[config.mk]
export PLATFORM = sky130hd
export DESIGN_NAME = move_history_display_flat
export DESIGN_NICKNAME = d
export VERILOG_FILES = /design/src/rtl/move_history_display_pkg.sv /design/src/rtl/move_history_display_if.sv /design/src/rtl/move_history_display_glyph_rom.sv /design/src/rtl/move_history_display.sv /design/src/flat_wrapper.sv
export SDC_FILE = /design/constraint.sdc
export NUM_CORES = 1
export LEC_CHECK = 0
export ABC_AREA = 1
export BUFFER_PORTS_ARGS = -buffer_cell sky130_fd_sc_hd__buf_2
export CAP_MARGIN = 20
export CORE_UTILIZATION = 53
export DETAILED_ROUTE_END_ITERATION = 12
export GPL_TIMING_DRIVEN = 1
export HOLD_SLACK_MARGIN = 0.1
export PLACE_DENSITY = 0.72
export SLEW_MARGIN = 20
export SYNTH_ARGS = -nofsm -noshare
export SYNTH_HDL_FRONTEND = slang
export SYNTH_SLANG_ARGS = --single-unit
[constraint.sdc]
create_clock -name clk -period 4.58 [get_ports clk]
set_input_delay 0.687 -clock clk [delete_from_list [all_inputs] [get_ports clk]]
set_output_delay 0.687 -clock clk [all_outputs]
set_load 0.01 [all_outputs]
[src/rtl/move_history_display_pkg.sv]
// Shared glyph tables, history entry type and legal move-code ranges
// for the chess move history display.
package chess_disp_pkg;

  localparam logic [3:0] FILE_MIN = 4'd8;
  localparam logic [3:0] RANK_MAX = 4'd7;

  localparam logic [6:0] GLYPH_BLANK = 7'h7F;

  // Index is the 3-bit code: rank 1..8, file A..H
  localparam logic [6:0] RANK_GLYPH [8] = '{
    7'h79, 7'h24, 7'h30, 7'h19,
    7'h12, 7'h02, 7'h78, 7'h00
  };

  localparam logic [6:0] FILE_GLYPH [8] = '{
    7'h08, 7'h03, 7'h46, 7'h21,
    7'h06, 7'h0E, 7'h42, 7'h09
  };

  typedef struct packed {
    logic [2:0] file;
    logic [2:0] rank;
    logic       valid;
  } hist_entry_t;

  function automatic logic code_legal(
    input logic [3:0] x,
    input logic [3:0] y
  );
    return (x >= FILE_MIN) && (y <= RANK_MAX);
  endfunction

endpackage

[src/rtl/move_history_display_if.sv]
// Move-report inputs and display outputs of the move history display.
interface move_history_display_if;

  logic       move_strobe;
  logic [3:0] last_x;
  logic [3:0] last_y;
  logic [7:0] an;
  logic [6:0] seg;
  logic       dp;
  logic       bad_code;
  logic [2:0] move_count;

  modport master (
    output move_strobe,
    output last_x,
    output last_y,
    input  an,
    input  seg,
    input  dp,
    input  bad_code,
    input  move_count
  );

  modport slave (
    input  move_strobe,
    input  last_x,
    input  last_y,
    output an,
    output seg,
    output dp,
    output bad_code,
    output move_count
  );

endinterface

[src/rtl/move_history_display_glyph_rom.sv]
// Maps a history field (file letter or rank number) to an
// active-low seven-segment glyph; invalid entries are blank.
module move_glyph_rom
  import chess_disp_pkg::*;
(
  input  logic       i_is_file,
  input  logic [2:0] i_code,
  input  logic       i_valid,
  output logic [6:0] o_seg
);

  always_comb begin
    o_seg = GLYPH_BLANK;
    unique case (1'b1)
      !i_valid:
        o_seg = GLYPH_BLANK;
      i_valid && i_is_file:
        o_seg = FILE_GLYPH[i_code];
      i_valid && !i_is_file:
        o_seg = RANK_GLYPH[i_code];
      default:
        o_seg = GLYPH_BLANK;
    endcase
  end

endmodule

[src/rtl/move_history_display.sv]
// Four-move history on an eight-digit multiplexed display.
// Define MOVE_HISTORY_CHANGE_DETECT_EN to capture on input change.
module move_history_display
  import chess_disp_pkg::*;
#(
  parameter int REFRESH_CYCLES = 100000
) (
  input logic                   clk,
  input logic                   rst,
  move_history_display_if.slave bus
);

  localparam int DW =
    (REFRESH_CYCLES > 2) ? $clog2(REFRESH_CYCLES) : 1;
  localparam logic [DW-1:0] DIV_LAST =
    DW'(REFRESH_CYCLES - 1);

  hist_entry_t [3:0] r_hist;
  logic [2:0]        r_count;
  logic              r_bad;
  logic [DW-1:0]     r_div;
  logic [2:0]        r_dig;
  logic [7:0]        r_an;
  logic [6:0]        r_seg;
  logic              r_dp;

  logic        w_cap;
  logic        w_legal;
  hist_entry_t w_new;
  hist_entry_t w_ent;
  logic [6:0]  w_seg;

`ifdef MOVE_HISTORY_CHANGE_DETECT_EN
  logic [7:0] r_prev;
  logic       w_unused;

  assign w_unused = bus.move_strobe;
  assign w_cap =
    {bus.last_x, bus.last_y} != r_prev;

  always_ff @(posedge clk or negedge rst) begin
    if (!rst) begin
      r_prev <= 8'h00;
    end else begin
      r_prev <= {bus.last_x, bus.last_y};
    end
  end
`else
  assign w_cap = bus.move_strobe;
`endif

  assign w_legal = code_legal(bus.last_x, bus.last_y);

  always_comb begin
    w_new       = '0;
    w_new.file  = bus.last_x[2:0];
    w_new.rank  = bus.last_y[2:0];
    w_new.valid = 1'b1;
  end

  always_ff @(posedge clk or negedge rst) begin
    if (!rst) begin
      r_hist  <= '0;
      r_count <= 3'd0;
      r_bad   <= 1'b0;
    end else begin
      r_bad <= w_cap && !w_legal;
      if (w_cap && w_legal) begin
        r_hist <= {r_hist[2:0], w_new};
        if (r_count != 3'd4) begin
          r_count <= r_count + 3'd1;
        end
      end
    end
  end

  always_ff @(posedge clk or negedge rst) begin
    if (!rst) begin
      r_div <= '0;
      r_dig <= 3'd0;
    end else if (r_div == DIV_LAST) begin
      r_div <= '0;
      r_dig <= r_dig + 3'd1;
    end else begin
      r_div <= r_div + 1'b1;
    end
  end

  // Odd digits show the file letter, even digits the rank
  assign w_ent = r_hist[r_dig[2:1]];

  move_glyph_rom u_rom (
    .i_is_file (r_dig[0]),
    .i_code    (r_dig[0] ? w_ent.file : w_ent.rank),
    .i_valid   (w_ent.valid),
    .o_seg     (w_seg)
  );

  always_ff @(posedge clk or negedge rst) begin
    if (!rst) begin
      r_an  <= 8'hFF;
      r_seg <= GLYPH_BLANK;
      r_dp  <= 1'b1;
    end else begin
      r_an  <= w_ent.valid ? ~(8'h01 << r_dig) : 8'hFF;
      r_seg <= w_seg;
      r_dp  <= !((r_dig == 3'd0) && r_hist[0].valid);
    end
  end

  assign bus.an         = r_an;
  assign bus.seg        = r_seg;
  assign bus.dp         = r_dp;
  assign bus.bad_code   = r_bad;
  assign bus.move_count = r_count;

endmodule

[src/flat_wrapper.sv]
// flat-port wrapper written by rule: the top's interface ports become plain ports
module move_history_display_flat import chess_disp_pkg::*;
#(
  parameter int REFRESH_CYCLES = 100000
)
  (clk, rst, bus_move_strobe, bus_last_x, bus_last_y, bus_an, bus_seg, bus_dp, bus_bad_code, bus_move_count);
  move_history_display_if bus_i ();
  input logic clk;
  input logic rst;
  input wire logic [$bits(bus_i.move_strobe)-1:0] bus_move_strobe;
  input wire logic [$bits(bus_i.last_x)-1:0] bus_last_x;
  input wire logic [$bits(bus_i.last_y)-1:0] bus_last_y;
  output wire logic [$bits(bus_i.an)-1:0] bus_an;
  output wire logic [$bits(bus_i.seg)-1:0] bus_seg;
  output wire logic [$bits(bus_i.dp)-1:0] bus_dp;
  output wire logic [$bits(bus_i.bad_code)-1:0] bus_bad_code;
  output wire logic [$bits(bus_i.move_count)-1:0] bus_move_count;
  assign bus_i.move_strobe = bus_move_strobe;
  assign bus_i.last_x = bus_last_x;
  assign bus_i.last_y = bus_last_y;
  assign bus_an = bus_i.an;
  assign bus_seg = bus_i.seg;
  assign bus_dp = bus_i.dp;
  assign bus_bad_code = bus_i.bad_code;
  assign bus_move_count = bus_i.move_count;
  move_history_display #(.REFRESH_CYCLES(REFRESH_CYCLES)) u_core (.clk(clk), .rst(rst), .bus(bus_i));
endmodule
==> results by group <==
Finish
  – Layout area overhead: 11.8%
  – Antenna diode instance count: 0
  – Commonest non-fill, non-tap cell in the layout: nand2_1
  – Commonest non-fill, non-tap cells in the layout: nand2_1 (108), inv_1 (65), dfrtp_1 (52), nand3_1 (37), o21ai_0 (35)
  – Filler cells: 528
  – Finished Core Util: 0.627
  – Layout cell share with drive strength beyond 1: 0.179
  – Multi-input logic area: 1360 um^2
  – Post-Layout Cell Count: 523
  – Sequential cell area: 1720 um^2
  – Nets: 468

Critical path
  – Delay-heaviest family, CP: flip-flops
  – Crit path depth: 13
  – Critical path's largest stage delay: 700 ps
  – Crit Path Max Fanout: 18
  – Crit path DAT: 2400 ps
  – Slowest-stage cell, CP: dfrtp_1
  – Req. time, crit path: 4880 ps
  – Critical Path Start Type: flip-flop
  – Worst setup startpoint: u_core.r_dig[1]
  – Crit end category: flip-flop
  – Critical path class: flip-flop to flip-flop
  – Worst reg2reg path depth: 13
  – Crit-path cells: inv_2 > nand2_1 > nand3_1 > nand2_1 > nand2_1 > nand2_2 > inv_2 > ha_1 > inv_1 > nand2_1 > nand3_1 > nand2_1 > inv_1
  – Most Frequent Cell on Critical Path: nand2_1
  – R2R Setup Slk: 2480 ps
  – Buffers plus inverters on the worst setup path: 4
  – Worst R2R Start: u_core.r_dig[1]

Flow run
  – Maxcap violations: 0

Place
  – Port bufs: 30
  – Gpl congestion: 0.941
  – Placed Instances: 507
  – Detailed placement HPWL: 4320 um

Synth
  – Yosys warning total: 0
  – Avg Cell Area, Syn: 8.31 um^2
  – Net Count, Synth: 434
  – Synth Cell Area: 3400 um^2
  – Sequential area share after synthesis: 0.506
  – Synth Register Bits: 68
  – Share of the synthesized area in the top cell type: 0.383
  – Synth area leaders: dfrtp_1 (38%), dfstp_2 (12%), nand2_1 (12%)
  – Synth area leader: dfrtp_1
  – Post-Syn Instances: 409
  – Synth cell types: 29

Timing
  – Worst slew margin: 0.459
  – Final slew viol count: 0
  – Total negative slack: 0 ps
  – RSZ-0062 raised after global routing: false
  – Min Tclk post-route: 2100 ps
  – Worst-margin pin slew: 812 ps
  – Fmax achieved: 0.475 GHz
  – Tcrit/Tclk final: 0.460
  – Final hold violations: 0
  – Worst clock skew: 9.07 ps
  – Finish-stage setup viols: 0

Clocking
  – CTS tree: yes
  – Hold bufs inserted after CTS: 0
  – Number of CTS-inserted buffers: 9
  – CTS Buffer Depth: 2
  – CTS Root Cell: clkbuf_8
  – H-tree depth: 3
  – Clock sinks: 68
  – Clk pin slew, worst setup/hold paths: 80 ps
  – Post-cts sizing count: 0
  – Post-CTS Setup Inserts: 0
  – Clk_lat worst skew: 350 ps

Pwr
  – Net Sw Power: 0.000421 W
  – Comb power frac: 0.165
  – Internal cell power: 0.00105 W
  – Maximum VDD drop: 0.325 mV
  – Sw frac: 0.287
  – Share of power burned in registers: 0.495
  – Clock power share: 0.340
  – Pwr Density: 386 nW/um^2
  – Leak: 1.93 nW

Floorplanning
  – Die Span Y: 82.1 um
  – Initial Util: 0.561
  – Row cnt: 28
  – DIE AREA: 6740 um^2
  – IO Count: 31
  – Core area: 6060 um^2
  – Die width: 82.1 um

Route
  – TritonRoute pass-1 iters: 4
  – Vias/cell: 4.99
  – Routed Antenna Nets: 0
  – 1st-iter DRT viols: 118
  – Vias: 2611
  – Final WL: 6200 um
  – Per-cell routed wire length: 11.8 um
  – DR DRC count: 0

Global route
  – Antenna violations before repair: 0
  – First-pass GRT wire length: 10800 um
  – Global-route total usage across every layer: 0.213
  – Via count of the first global-routing pass: 2550
  – Gr ovfl total: 0
  – Pin count of the biggest net entering global routing: 69

Worst hold path
  – Worst Hold Class: flip-flop to flip-flop
  – Start point of the worst hold path: u_core.r_hist[0]
  – Hold path depth: 1

Outcome
  – Outcome: complete, no violations
[power groups by stage]
stage | registers (W) | logic, W | clock network, W
after floorplan | 0.000747 | 0.000151 | 0
after global placement | 0.000736 | 0.000238 | 0
after detailed placement | 0.000738 | 0.000247 | 0
after CTS | 0.000728 | 0.000248 | 0.000509
after global routing | 0.000739 | 0.000286 | 0.000529
final | 0.000727 | 0.000243 | 0.000499
[worst paths after layout]
check / end
max reg2reg: u_core.bus.seg[3]
max: u_core.bus.seg[3]
min reg2reg: u_core.bus.dp
min: u_core.bus.dp
max in group asynchronous: u_core.r_div[15]
min in group asynchronous: u_core.r_hist[14]
[cells in the mapped netlist]
master	number
a21oi_1	8
a21boi_0	2
buf_2	1
clkbuf_8	1
inv_1	65
ha_1	14
nand2_2	3
nand3b_1	1
dfrtp_1	52
nor2_1	23
dfstp_2	16
nand4_1	6
nand3_1	37
nor3_2	2
nor4_1	2
nor2_2	1
or2_0	1
inv_2	4
a21oi_2	1
nor3_1	4
nand3_2	3
xor2_1	7
nand2_1	108
clkbuf_1	5
o21ai_1	1
o21ai_0	35
buf_6	2
nand2_4	3
xnor2_1	1
[metrics by stage]
step	worst slack, ps	hold WS, ps	area (um^2)	power, W
2_1_floorplan	2910	391	3400	0.000898
4_1_cts	2510	466	3800	0.00148
3_3_place_gp	2600	421	3600	0.000974
5_1_grt	2260	508	3800	0.00155
3_5_place_dp	2520	445	3600	0.000985
6_report	2480	465	3800	0.00147
[worst reg2reg max path: cells and delay by family (launching register included)]
| family | cells | cell delay (ps) |
|---|---|---|
| and+or+nand+nor | 8 | 630 |
| buffers and inverters | 4 | 430 |
| adders and majority gates | 1 | 280 |
| DFF | 1 | 700 |
[per-layer routing]
layer / share of wire / vias up / global-route usage
met3: 0.032 / 15 / 0.0451
met5: 0 / - / 0
li1: - / 1345 / -
met4: 0.025 / 0 / 0.112
met1: 0.47 / 1210 / 0.251
met2: 0.48 / 41 / 0.363
[registers in the layout, summed over array words and instances, names as in the netlist]
register and count:
u_core.bus.an 8, u_core.bus.bad_code 1, u_core.bus.dp 1, u_core.bus.move_count 3, u_core.bus.seg 7, u_core.r_dig 3
u_core.r_div 17, u_core.r_hist 28
[logic make-up (layout without fill, tap and decap cells)]
logic type               Yosys count  count (layout)  share of synthesized area
AND/OR/NAND/NOR                  194             194                      0.256
buffers and inverters             78             117                     0.0938
flip-flops                        68              68                      0.506
AO/OA/AOI/OAI                     47              47                     0.0718
adder cells (fa/ha/maj)           14              14                     0.0515
XOR/XNOR                           8               8                     0.0206
[final cells by class]
type	count	share of cell area
Tap cell	75	0.0247
Multi-Input combinational cell	263	0.357
Clock buffer	11	0.0372
Inverter	69	0.0681
Clock inverter	5	0.0161
Sequential cell	68	0.453
Timing Repair Buffer	32	0.0434
Note: power is estimated with default switching activity, not from simulation.
